### src/rtl/shift_right_mc_if.sv
// rtl/shift_right_mc_if.sv - start/done request bus of the multicycle right shifter
interface shift_right_mc_if;
    logic        start;
    logic [31:0] data_in;
    logic [4:0]  shamt;
    logic        arith;
    logic [31:0] data_out;
    logic        done;
    logic        busy;

    modport master (
        output start, data_in, shamt, arith,
        input  data_out, done, busy
    );

    modport slave (
        input  start, data_in, shamt, arith,
        output data_out, done, busy
    );
endinterface

### src/rtl/shift_right_mc.sv
// rtl/shift_right_mc.sv - multicycle 32-bit srl/sra, one power-of-two stage per clock; macro SHIFT_RIGHT_EARLY_EXIT_EN
module shift_right_mc (
    input  logic            clock,
    input  logic            reset,
    shift_right_mc_if.slave bus
);
    typedef enum logic [1:0] {
        S_IDLE  = 2'd0,
        S_SHIFT = 2'd1,
        S_DONE  = 2'd2
    } state_t;

    state_t      r_state;
    state_t      w_next_state;
    logic [31:0] r_work;
    logic [31:0] r_data_out;
    logic [4:0]  r_shamt;
    logic        r_fill;
    logic [2:0]  r_k;
    logic [31:0] w_stage_out;
    logic        w_accept;
    logic        w_last_stage;

    // A request is only looked at outside SHIFT; in SHIFT the inputs are ignored entirely.
    assign w_accept = (r_state != S_SHIFT) && bus.start;

    // Apply the current power-of-two stage (2^k) to the work register if its shamt bit is set.
    always_comb begin
        w_stage_out = r_work;
        case (r_k)
            3'd4: if (r_shamt[4]) w_stage_out = {{16{r_fill}}, r_work[31:16]};
            3'd3: if (r_shamt[3]) w_stage_out = {{8{r_fill}},  r_work[31:8]};
            3'd2: if (r_shamt[2]) w_stage_out = {{4{r_fill}},  r_work[31:4]};
            3'd1: if (r_shamt[1]) w_stage_out = {{2{r_fill}},  r_work[31:2]};
            3'd0: if (r_shamt[0]) w_stage_out = {r_fill,       r_work[31:1]};
            default: w_stage_out = r_work;
        endcase
    end

`ifdef SHIFT_RIGHT_EARLY_EXIT_EN
    logic [4:0] w_lower_mask;

    // Finish as soon as no lower stage would change the value.
    always_comb begin
        w_lower_mask = (5'd1 << r_k) - 5'd1;
        w_last_stage = (r_k == 3'd0) || ((r_shamt & w_lower_mask) == 5'd0);
    end
`else
    // Every stage runs, so the operation always ends after stage 0.
    always_comb begin
        w_last_stage = (r_k == 3'd0);
    end
`endif

    // State register; asynchronous reset discards any in-flight operation.
    always_ff @(posedge clock or negedge reset) begin
        if (!reset) begin
            r_state <= S_IDLE;
        end else begin
            r_state <= w_next_state;
        end
    end

    // Next-state logic for IDLE -> SHIFT -> DONE with back-to-back restart from DONE.
    always_comb begin
        w_next_state = r_state;
        case (r_state)
            S_IDLE:  if (bus.start) w_next_state = S_SHIFT;
            S_SHIFT: if (w_last_stage) w_next_state = S_DONE;
            S_DONE:  w_next_state = bus.start ? S_SHIFT : S_IDLE;
            default: w_next_state = S_IDLE;
        endcase
    end

    // Datapath: capture operands on accept, step one stage per SHIFT cycle, publish only the final value.
    always_ff @(posedge clock or negedge reset) begin
        if (!reset) begin
            r_work     <= 32'd0;
            r_data_out <= 32'd0;
            r_shamt    <= 5'd0;
            r_fill     <= 1'b0;
            r_k        <= 3'd0;
        end else if (w_accept) begin
            r_work  <= bus.data_in;
            r_shamt <= bus.shamt;
            r_fill  <= bus.arith & bus.data_in[31];
            r_k     <= 3'd4;
        end else if (r_state == S_SHIFT) begin
            r_work <= w_stage_out;
            r_k    <= r_k - 3'd1;
            if (w_last_stage) begin
                r_data_out <= w_stage_out;
            end
        end
    end

    assign bus.data_out = r_data_out;
    assign bus.done     = (r_state == S_DONE);
    assign bus.busy     = (r_state == S_SHIFT);
endmodule

### src/flat_wrapper.sv
// flat-port wrapper written by rule: the top's interface ports become plain ports
module shift_right_mc_flat 
  (clock, reset, bus_start, bus_data_in, bus_shamt, bus_arith, bus_data_out, bus_done, bus_busy);
  shift_right_mc_if bus_i ();
  input  logic clock;
  input  logic reset;
  input wire logic [$bits(bus_i.start)-1:0] bus_start;
  input wire logic [$bits(bus_i.data_in)-1:0] bus_data_in;
  input wire logic [$bits(bus_i.shamt)-1:0] bus_shamt;
  input wire logic [$bits(bus_i.arith)-1:0] bus_arith;
  output wire logic [$bits(bus_i.data_out)-1:0] bus_data_out;
  output wire logic [$bits(bus_i.done)-1:0] bus_done;
  output wire logic [$bits(bus_i.busy)-1:0] bus_busy;
  assign bus_i.start = bus_start;
  assign bus_i.data_in = bus_data_in;
  assign bus_i.shamt = bus_shamt;
  assign bus_i.arith = bus_arith;
  assign bus_data_out = bus_i.data_out;
  assign bus_done = bus_i.done;
  assign bus_busy = bus_i.busy;
  shift_right_mc u_core (.clock(clock), .reset(reset), .bus(bus_i));
endmodule
### config.mk
export PLATFORM = sky130hd
export DESIGN_NAME = shift_right_mc_flat
export DESIGN_NICKNAME = d
export VERILOG_FILES = /design/src/rtl/shift_right_mc_if.sv /design/src/rtl/shift_right_mc.sv /design/src/flat_wrapper.sv
export SDC_FILE = /design/constraint.sdc
export NUM_CORES = 1
export LEC_CHECK = 0
export ABC_AREA = 1
export BUFFER_PORTS_ARGS = -buffer_cell sky130_fd_sc_hd__buf_2
export CELL_PAD_IN_SITES_DETAIL_PLACEMENT = 1
export CELL_PAD_IN_SITES_GLOBAL_PLACEMENT = 2
export CORE_UTILIZATION = 31
export DETAILED_ROUTE_END_ITERATION = 8
export PLACE_DENSITY_LB_ADDON = 0.15
export SKIP_CTS_REPAIR_TIMING = 1
export SYNTH_ARGS = -nofsm -noshare
export SYNTH_HDL_FRONTEND = slang
export SYNTH_SLANG_ARGS = --single-unit
### constraint.sdc
create_clock -name clock -period 2.22 [get_ports clock]
set_clock_uncertainty 0.1 [all_clocks]
set_input_delay 0.444 -clock clock [delete_from_list [all_inputs] [get_ports clock]]
set_output_delay 0.444 -clock clock [all_outputs]
set_load 0.005 [all_outputs]
# == Yosys cells after proc, flatten, opt, wreduce, memory -nomap -nowiden ==
# Cells that the tools add are included.
# word_totals
ff_bits,75
out_inout_bits,34
wordCells,38
# op_classes
add_sub_neg,1
n_eq_ne,9
mux,14
bitwise,2
n_reduce_logical,6
# ops
operator,count
32-bit two-way mux,7
32-bit case mux with 5 select lines,1
3-bit by 2-bit equality test with 1-bit output (second input constant),2
3-bit two-way mux,2
2-bit case mux with 3 select lines,1
2-bit two-way mux,2
2-bit by 1-bit inequality test with 1-bit output (second input constant),2
3-bit by 1-bit equality test with 1-bit output (second input constant),1
3-bit equality test (second input constant),1
3-bit zero test,1
3-bit AND reduction,1
3-bit by 1-bit subtractor with 3-bit output (second input constant),1
2-bit by 1-bit equality test with 1-bit output (second input constant),1
2-bit equality test (second input constant),1
2-bit zero test,1
2-bit inequality test (second input constant),1
2-bit AND reduction,1
2-bit nonzero test,1
1-bit AND,1
1-bit logical AND,1
1-bit two-way mux,1
1-bit inverter,1

# == Longest topological paths before layout ==
# Gate-level depths: netlist (run 1).
# logic_depth
depth_word,4
ltp_mapped,12
depth_no_buf,11

# == Least setup slack after synthesis (run 1) ==
# No wires, ideal clock.
# synth_path
path_type,register to register
startpoint,register u_core.r_k[0]
endpoint,register u_core.r_work[12]
setup_time_ns,0.124
arrival_ns,1.498
required_time_ns,1.996
path_slack_ns,0.498
path_stages_with_launch,12
path_buffers,1
period_less_slack_ns,1.722
path_cell_list,dfrtp_1 inv_1 ha_1 nand2_1 inv_1 buf_2 o211ai_1 nand3_1 nor2_1 nand2_1 nand2_1 nand3_1
# synth_via
elab_chain_cells,4
word_cells_on_any_way,8
classes_between,eq/ne: 4; mux: 3; reduce/logical: 1
# synth_lines
element,line,source
"start, declared",shift_right_mc.sv:19,logic [2:0] r_k;
"start signal, assigned",shift_right_mc.sv:90,r_k <= r_k - 3'd1;
3-bit by 1-bit equality test with 1-bit output (tied with other cells),shift_right_mc.sv:30,case (r_k)
32-bit case mux with 5 select lines (*),shift_right_mc.sv:30,
32-bit two-way mux (*),shift_right_mc.sv:88,end else if (r_state == S_SHIFT) begin
32-bit two-way mux (*),shift_right_mc.sv:83,end else if (w_accept) begin
"end signal, assigned",shift_right_mc.sv:84,r_work <= bus.data_in;
"end signal, assigned",shift_right_mc.sv:89,r_work <= w_stage_out;
"end, declared",shift_right_mc.sv:15,logic [31:0] r_work;
# Mark *: on every way between the ends. The rest lies on a longest branch, timed or not. The select of a mux whose other input is x is not followed.
# A chain may end at the register's enable or synchronous reset.

# == Worst setup path after layout (run 1) ==
# layout_path
startpoint,register u_core.r_shamt[4]
endpoint,register u_core.r_work[6]
# layout_via
elab_chain_cells,4
# layout_lines
element,line,source
"start, declared",shift_right_mc.sv:17,logic [4:0] r_shamt;
"start signal, assigned",shift_right_mc.sv:85,r_shamt <= bus.shamt;
32-bit two-way mux,shift_right_mc.sv:31,"3'd4: if (r_shamt[4]) w_stage_out = {{16{r_fill}}, r_work[31:16]};"
32-bit case mux with 5 select lines,shift_right_mc.sv:30,
32-bit two-way mux,shift_right_mc.sv:88,
32-bit two-way mux,shift_right_mc.sv:83,
# No other way between the ends. The select of a mux whose other input is x is not followed.

==> impl_metrics.tcl, run 1 <==
set metrics [dict create \
    status "finished with violations" \
    violations "DRC" \
    min_path_type "in2async" \
    synthAdderAreaFrac 0.0108 \
    grt.total_usage 0.247 \
    fin_util 0.378 \
    synth_seq_area_share 0.323 \
    synth_top_family_by_area "simple AND/OR/NAND/NOR gates" \
    worstPathArrival_ns 2.20 \
    antenna_left 0 \
    die_w_um 139 \
    drt_iter0_drc 468 \
    syn_nets 981 \
    numCtsBuffers 9 \
    top_layer_used "met4" \
    maxCapViolCount 0 \
    finalSetupTns_ns 0 \
    layout_commonest_cell "nand2_1" \
    power_mw 11.9 \
    finalWeightedCongestion 0.813 \
    met2_length_um 9600 \
    slew_headroom 0.645 \
    syn_area_sq_mm 0.00581 \
    core_area_sq_mm 0.0181 \
    clock.fmax_mhz 485 \
    drv_slew 0 \
    crit_path_start_kind "register" \
    vias_per_cell 5.21 \
    yosys_warnings 0 \
    clock-sinks 75 \
    drive_above_1_share 0.138 \
    clock_latency_ns 0.35 \
    synth_compound_area_frac 0.207 \
    synthMuxAreaShare 0 \
    hpwlAfterDp_um 16200 \
    irDropWorstVdd_mv 0.562 \
    met1Wirelength_um 12100 \
    antenna_cells 0 \
    finalSetupViolations 0 \
    met3_length_um 1040 \
    grt_pass1_wl_um 37200 \
    startpoint "u_core.r_shamt[4]" \
    via_count 6373 \
    fin_hold_ws_ns 0.0156 \
    synth-xor-area-share 0 \
    drc 6 \
    placed_area_sq_mm 0.00654 \
    n_fill_cell 2392 \
    hold_viol 0 \
    port_buffers 74 \
    initial_core_util 0.320 \
    worstSetupPathType "reg2reg" \
    synth_simple_gate_area_share 0.366 \
    firstDrtPassIters 9 \
    period_share 0.929 \
    cts_root_buf "clkbuf_16" \
    antenna_found_initial 0 \
    fp.dieH_um 139 \
    rsz0062_at_grt "false" \
    drt_wl_total_um 22900 \
    wire_per_inst_um 18.7 \
    synthDistinctLibCells 24 \
    die_area_sq_mm 0.0193 \
    rows 49 \
    clk_pin_slew_worst_paths_ns 0.06 \
    synthCells 935 \
    cp-end-kind "register" \
    critPathRequiredTime_ns 2.36 \
    grt_max_degree 76 \
    design_area_sq_mm 0.00686 \
    crit_fanout 15 \
    cellPowerDensity_mw_per_mm2 1740 \
    ys_seq_elements 75 \
    r2r-start "u_core.r_shamt[4]" \
    final_cell_mix "365 x nand2_1, 99 x o21ai_0, 82 x nand3_1" \
    htreeDepth 3 \
    syn_to_final_growth_pct 18.1 \
    cts_tree "done" \
    clockBufferDepth 2 \
    tightest_slew_ns 0.532 \
    grt_overflow_total 0 \
    finalNetCount 1035 \
    num_io_pins 75 \
    grt_pass1_vias 6374 \
    synth_area_per_cell_sq_um 6.22 \
    static-leakage-power_nw 3.39 \
    min_period_ns 2.06 \
]
## metrics by stage
| step | setup WS, ns | std cells |
|---|---|---|
| floorplan | 0.498 | 935 |
| global placement | 0.166 | 1206 |
| detailed placement | 0.125 | 1206 |
| CTS | 0.0882 | 1222 |
| global route | 0.0183 | 1223 |
| finish | 0.157 | 1223 |
## worst max-delay path, cell delays in order, from the launching register on
cell     delay (ns)
dfrtp_1        0.68
inv_1          0.33
o21ai_0        0.35
o21ai_0        0.12
nor2_1         0.18
nand2_1        0.07
nand2_1        0.06
nand3_1        0.06
## synth_stat cells (all sizes together)
cell    instances  share of area
inv            71          0.046
buf            31          0.026
ha              5          0.011
nor3           10         0.0086
a31oi          12          0.013
nand3          82          0.071
clkinv          1        0.00065
nor2           60          0.045
o22ai           2         0.0022
o21ai         100          0.086
clkbuf         31          0.020
o211ai         75          0.097
nand2         370           0.24
a21oi           8         0.0088
dfrtp          75           0.32
and2            2         0.0022
## worst paths after layout
path / endpoint / slack [ns] / cells after the start
worst max-delay path: u_core.r_work[6] / 0.16 / 7
worst min-delay path: u_core.bus.data_out[30] / 0.02 / 2
worst max register to register: u_core.r_work[6] / 0.16 / 7
worst min register to register: u_core.bus.data_out[28] / 0.38 / 2
max in group asynchronous: u_core.r_work[10] / 1.65 / 2
min in group clock: u_core.r_shamt[1] / 0.21 / 3
## report_power, final
| part | leakage [nW] | internal [mW] | total [mW] | switching [mW] |
|---|---|---|---|---|
| clock network | 0.145 | 0.897 | 1.54 | 0.641 |
| logic | 2.33 | 2.42 | 7.39 | 4.97 |
| registers | 0.913 | 2.05 | 2.98 | 0.927 |
| total | 3.39 | 5.37 | 11.9 | 6.54 |
## final cells by class
| cell class | instances | area (sq um) | share of cell area |
|---|---|---|---|
| multi-input combinational | 726 | 3410 | 0.497 |
| tap | 229 | 287 | 0.0418 |
| inverter | 72 | 273 | 0.0398 |
| clock inverter | 5 | 52.6 | 0.00766 |
| sequential | 75 | 1880 | 0.274 |
| clock buffer | 11 | 243 | 0.0354 |
| timing repair buffer | 105 | 718 | 0.105 |
## sequential cells by signal (all words and copies together) (netlist names)
| name | cells |
|---|---|
| u_core.r_fill | 1 |
| u_core.r_shamt | 5 |
| u_core.bus.data_out | 32 |
| u_core.r_state | 2 |
| u_core.r_work | 32 |
| u_core.r_k | 3 |
## cell families (layout without fill, tap and decap cells)
kind of cell | after synthesis | count (layout)
fa+ha+maj | 5 | 5
simple gates | 524 | 524
compound gates | 197 | 197
flops | 75 | 75
buf+inv | 134 | 193
## layer usage
metal,track usage,vias to the layer above
li1,-,3176
met1,0.372,3051
met2,0.369,132
met3,0.0366,14
met4,0.0544,0
met5,0,-
(Power assumes the default switching activity.)
==> run 2: changes to the inputs <==
--- a/config.mk
+++ b/config.mk
@@ -12,6 +12,7 @@
 export CORE_UTILIZATION = 31
 export DETAILED_ROUTE_END_ITERATION = 8
 export PLACE_DENSITY_LB_ADDON = 0.15
+export REMOVE_ABC_BUFFERS = 1
 export SKIP_CTS_REPAIR_TIMING = 1
 export SYNTH_ARGS = -nofsm -noshare
 export SYNTH_HDL_FRONTEND = slang
==> run 2 against run 1 <==
Net effect: the flow still finishes with violations (DRC); final cell count barely moved; utilization decreased by 0.062 points; clock power increased by 7%; first-iteration DRC count is 4.9% higher; total power up 0.77%; sequential power down 3%; critical path depth shrank 3; hold slack better by 0.18 ns; die area did not move; register-to-register slack improved by 0.06 ns; critical endpoint is now bus_busy.
==> impl_metrics.tcl, run 2 (synthesized netlist as in run 1, its figures left out) <==
set metrics [dict create \
    wire_per_inst_um 19.4 \
    rsz0062_at_grt "false" \
    crit_path_start_kind "register" \
    clock-sinks 75 \
    min_path_type "in2reg" \
    finalNetCount 1036 \
    finalSetupTns_ns 0 \
    die_area_sq_mm 0.0193 \
    drive_above_1_share 0.137 \
    path_buf_inv 3 \
    cts_root_buf "clkbuf_16" \
    grt_pass1_vias 6429 \
    critical_path_depth 4 \
    cts_tree "done" \
    antenna_left 0 \
    drc 3 \
    violations "DRC" \
    grt.total_usage 0.254 \
    critPathRequiredTime_ns 1.68 \
    drv_slew 0 \
    via_count 6488 \
    antenna_cells 0 \
    tightest_slew_ns 0.681 \
    design_area_sq_mm 0.00685 \
    cp-end-kind "output port" \
    drt_wl_total_um 23800 \
    grt_max_degree 57 \
    crit_fanout 12 \
    drt_iter0_drc 491 \
    numCtsBuffers 9 \
    maxCapViolCount 0 \
    clk_pin_slew_worst_paths_ns 0.06 \
    htreeDepth 3 \
    layout_commonest_cell "nand2_1" \
    period_share 0.919 \
    critPathTopFamily "buffers and inverters" \
    die_w_um 139 \
    core_area_sq_mm 0.0181 \
    placed_area_sq_mm 0.00651 \
    clockBufferDepth 2 \
    hold-path-cell-count 3 \
    rows 49 \
    antenna_found_initial 0 \
    r2r_cells 11 \
    clock.fmax_mhz 490 \
    port_buffers 74 \
    status "finished with violations" \
    grt_pass1_wl_um 37800 \
    finalSetupViolations 0 \
    static-leakage-power_nw 3.39 \
    slowest_stage "dfrtp_1" \
    grt_overflow_total 0 \
    syn_to_final_growth_pct 17.9 \
    clock_latency_ns 0.36 \
    num_io_pins 75 \
    slew_headroom 0.546 \
    firstDrtPassIters 9 \
    slowest_delay_ns 0.36 \
    power_mw 12.0 \
    vias_per_cell 5.30 \
    initial_core_util 0.320 \
    finalWeightedCongestion 0.833 \
    hold_viol 0 \
    irDropWorstVdd_mv 0.636 \
    cellPowerDensity_mw_per_mm2 1750 \
    min_period_ns 2.04 \
    fin_hold_ws_ns 0.192 \
    crit_chain "inv_1 > nand2_1 > inv_2 > buf_2" \
    worstSetupPathType "reg2out" \
    final_cell_mix "366 x nand2_1, 99 x o21ai_0, 82 x nand3_1" \
    hpwlAfterDp_um 16500 \
    fp.dieH_um 139 \
    worstPathArrival_ns 1.50 \
]
-- run 2: cell type report --
class	instances	area (sq um)
inverters	72	275
well taps	229	287
flip-flops and latches	75	1880
fillers	2426	11300
clock inverters	6	90.1
clock buffers	10	229
repair buffers	106	678
multi-input cells	726	3410
-- run 2: worst register-to-register path, cell delays in order, from the launching register on --
cell and delay [ns]:
dfrtp_1 0.40, inv_1 0.14, ha_1 0.17, inv_1 0.05, nor2_2 0.17, buf_4 0.35
o211ai_1 0.14, o21ai_0 0.11, nor2_1 0.07, nand3_1 0.12, nand2_1 0.07, nand2_1 0.06
-- run 2: power by group --
group / switching, mW / internal [mW]
sequential: 0.850 / 2.05
combinational: 5.08 / 2.37
clock: 0.659 / 0.988
total: 6.59 / 5.41
-- run 2: layer usage --
layer,GRT usage,vias up,share of wire
met4,0.0608,0,0.014
met2,0.416,141,0.46
met5,0,-,0
met3,0.0373,28,0.038
met1,0.351,3139,0.49
li1,-,3180,-
-- run 2: per-stage QoR --
stage	setup slack, ns	utilization	cells
2_1_floorplan	-0.703	-	873
3_3_place_gp	0.123	0.359	1207
3_5_place_dp	0.0722	0.359	1207
4_1_cts	0.0424	0.376	1223
5_1_grt	0.0300	0.377	1224
6_report	0.181	0.377	1224
-- run 2: path summary, 6_finish.rpt --
kind | startpoint | slack [ns] | end
worst min-delay path | bus_shamt[1] | 0.19 | u_core.r_shamt[1]
worst max-delay path | u_core.r_state[1] | 0.18 | bus_busy
max in group asynchronous | reset | 0.91 | u_core.r_shamt[3]
worst min register to register | u_core.bus.data_out[30] | 0.38 | u_core.bus.data_out[30]
min in group asynchronous | reset | 0.50 | u_core.bus.data_out[9]
worst max register to register | u_core.r_k[1] | 0.22 | u_core.r_work[11]
==> run 3: changes to the inputs <==
--- a/config.mk
+++ b/config.mk
@@ -10,8 +10,9 @@
 export CELL_PAD_IN_SITES_DETAIL_PLACEMENT = 1
 export CELL_PAD_IN_SITES_GLOBAL_PLACEMENT = 2
 export CORE_UTILIZATION = 31
+export CTS_CLUSTER_DIAMETER = 60
 export DETAILED_ROUTE_END_ITERATION = 8
-export PLACE_DENSITY_LB_ADDON = 0.15
+export PLACE_DENSITY_LB_ADDON = 0.3
 export REMOVE_ABC_BUFFERS = 1
 export SKIP_CTS_REPAIR_TIMING = 1
 export SYNTH_ARGS = -nofsm -noshare
==> run 3 against run 2 <==
Net effect: the run now ends clean; clock power fell by 7%; largest cell class unchanged; highest routed layer unchanged; worst setup slack improved by 0.031 ns; critical path type is now reg2reg; total power fell by 2.6%; hold slack improved by 0.011 ns; register-to-register slack barely moved; critical endpoint is now u_core.bus.data_out[8].
==> impl_metrics.tcl, run 3 (synthesized netlist as in run 1, its figures left out) <==
set metrics [dict create \
    status "complete, no violations" \
    crit_path_start_kind "register" \
    slowest_stage "dfrtp_1" \
    initial_core_util 0.320 \
    hpwlAfterDp_um 15900 \
    numCtsBuffers 9 \
    placed_area_sq_mm 0.00652 \
    die_area_sq_mm 0.0193 \
    vias_per_cell 5.21 \
    rows 49 \
    worstPathArrival_ns 2.18 \
    power_mw 11.7 \
    wire_per_inst_um 18.0 \
    antenna_cells 0 \
    clock_power_share 0.132 \
    antenna_found_initial 0 \
    grt_pass1_vias 6403 \
    fin_util 0.377 \
    htreeDepth 3 \
    drc 0 \
    period_share 0.905 \
    grt.total_usage 0.239 \
    combPwrFrac 0.624 \
    crit_fanout 13 \
    grt_overflow_total 0 \
    seqPwrFrac 0.244 \
    slowest_delay_ns 0.40 \
    irDropWorstVdd_mv 0.660 \
    worstSetupPathType "reg2reg" \
    pre_cts_slack_ns 0.0700 \
    cellPowerDensity_mw_per_mm2 1710 \
    slew_headroom 0.599 \
    setup_ws_ns 0.211 \
    drt_wl_total_um 22200 \
    fp.dieH_um 139 \
    clk_pin_slew_worst_paths_ns 0.07 \
    grt_pass1_wl_um 36000 \
    design_area_sq_mm 0.00685 \
    critPathRequiredTime_ns 2.39 \
    port_buffers 74 \
    p_sw_frac 0.548 \
    critPathTopFamily "buffers and inverters" \
    drt_iter0_drc 407 \
    n_fill_cell 2421 \
    finalNetCount 1041 \
    firstDrtPassIters 7 \
    hold_viol 0 \
    finalWeightedCongestion 0.861 \
    syn_to_final_growth_pct 17.8 \
    p_sw_mw 6.41 \
    clock_latency_ns 0.36 \
    via_count 6405 \
    final_cells 1229 \
    antenna_left 0 \
    min_period_ns 2.01 \
    post-place-cells 1212 \
    intPower_mw 5.28 \
    core_area_sq_mm 0.0181 \
    path_buf_inv 3 \
    finalSetupViolations 0 \
    die_w_um 139 \
    crit_top_cell "buf_4" \
    maxCapViolCount 0 \
    num_io_pins 75 \
    tightest_slew_ns 0.601 \
    static-leakage-power_nw 3.39 \
    rsz0062_at_grt "false" \
    drive_above_1_share 0.142 \
    min_path_type "in2reg" \
    clock-sinks 75 \
    clock.fmax_mhz 498 \
    cp-end-kind "register" \
    cts_root_buf "clkbuf_16" \
    layout_commonest_cell "nand2_1" \
    drv_slew 0 \
    cts_tree "done" \
    grt_max_degree 51 \
    final_cell_mix "367 x nand2_1, 99 x o21ai_0, 82 x nand3_1" \
    clockBufferDepth 2 \
    crit_chain "inv_1 > ha_2 > nand2_1 > buf_4 > nor2_4 > buf_4 > nor2_1 > a31oi_1" \
]
## run 3: final cells by class
| type | instances | area [sq um] | area share |
|---|---|---|---|
| clock buffer | 9 | 225 | 0.0329 |
| clock inverter | 7 | 76.3 | 0.0111 |
| tap | 229 | 287 | 0.0418 |
| timing repair buffer | 111 | 694 | 0.101 |
| inverter | 72 | 273 | 0.0398 |
| sequential | 75 | 1880 | 0.274 |
| multi-input combinational | 726 | 3410 | 0.499 |
## run 3: worst register-to-register path: cells and delay by family, from the launching register on
family	cells	cell delay, ns
AOI/OAI and AO/OA	1	0.15
adders and majority gates	1	0.28
buffers and inverters	3	0.61
DFF	1	0.40
and+or+nand+nor	3	0.39
## run 3: path summary, 6_finish.rpt
kind                                                end                     from  cells past startpoint  slack [ns]
worst max register to register   u_core.bus.data_out[8]            u_core.r_k[0]                      8        0.21
worst min-delay path                  u_core.r_work[23]          bus_data_in[23]                      3        0.20
max in group asynchronous              u_core.r_work[8]                    reset                      3        1.01
worst min register to register  u_core.bus.data_out[28]  u_core.bus.data_out[28]                      2        0.37
worst max-delay path             u_core.bus.data_out[8]            u_core.r_k[0]                      8        0.21
min in group asynchronous                 u_core.r_fill                    reset                      2        0.45
## run 3: power by group through the flow
stage               Sequential (mW)  Clock, mW  Combinational [mW]
global placement               2.86          0                7.16
finish                         2.86       1.54                7.29
CTS                            2.85       1.59                7.33
floorplan                      3.00          0                4.18
global route                   2.95       1.62                8.30
detailed placement             2.86          0                7.30
## run 3: per-layer routing
| metal | routed length [um] | vias up | part of all wire | GRT usage |
|---|---|---|---|---|
| met1 | 11100 | 3080 | 0.50 | 0.334 |
| li1 | - | 3193 | - | - |
| met4 | 388 | 0 | 0.018 | 0.0784 |
| met3 | 695 | 19 | 0.031 | 0.0290 |
| met5 | 0 | - | 0 | 0 |
| met2 | 9970 | 113 | 0.45 | 0.383 |
## run 3: stage by stage
stage / hold WS, ns / setup TNS, ns
global route: 0.229 / 0
finish: 0.204 / 0
global placement: 0.298 / 0
detailed placement: 0.309 / 0
floorplan: 0.0484 / -17.86
CTS: -0.0771 / 0
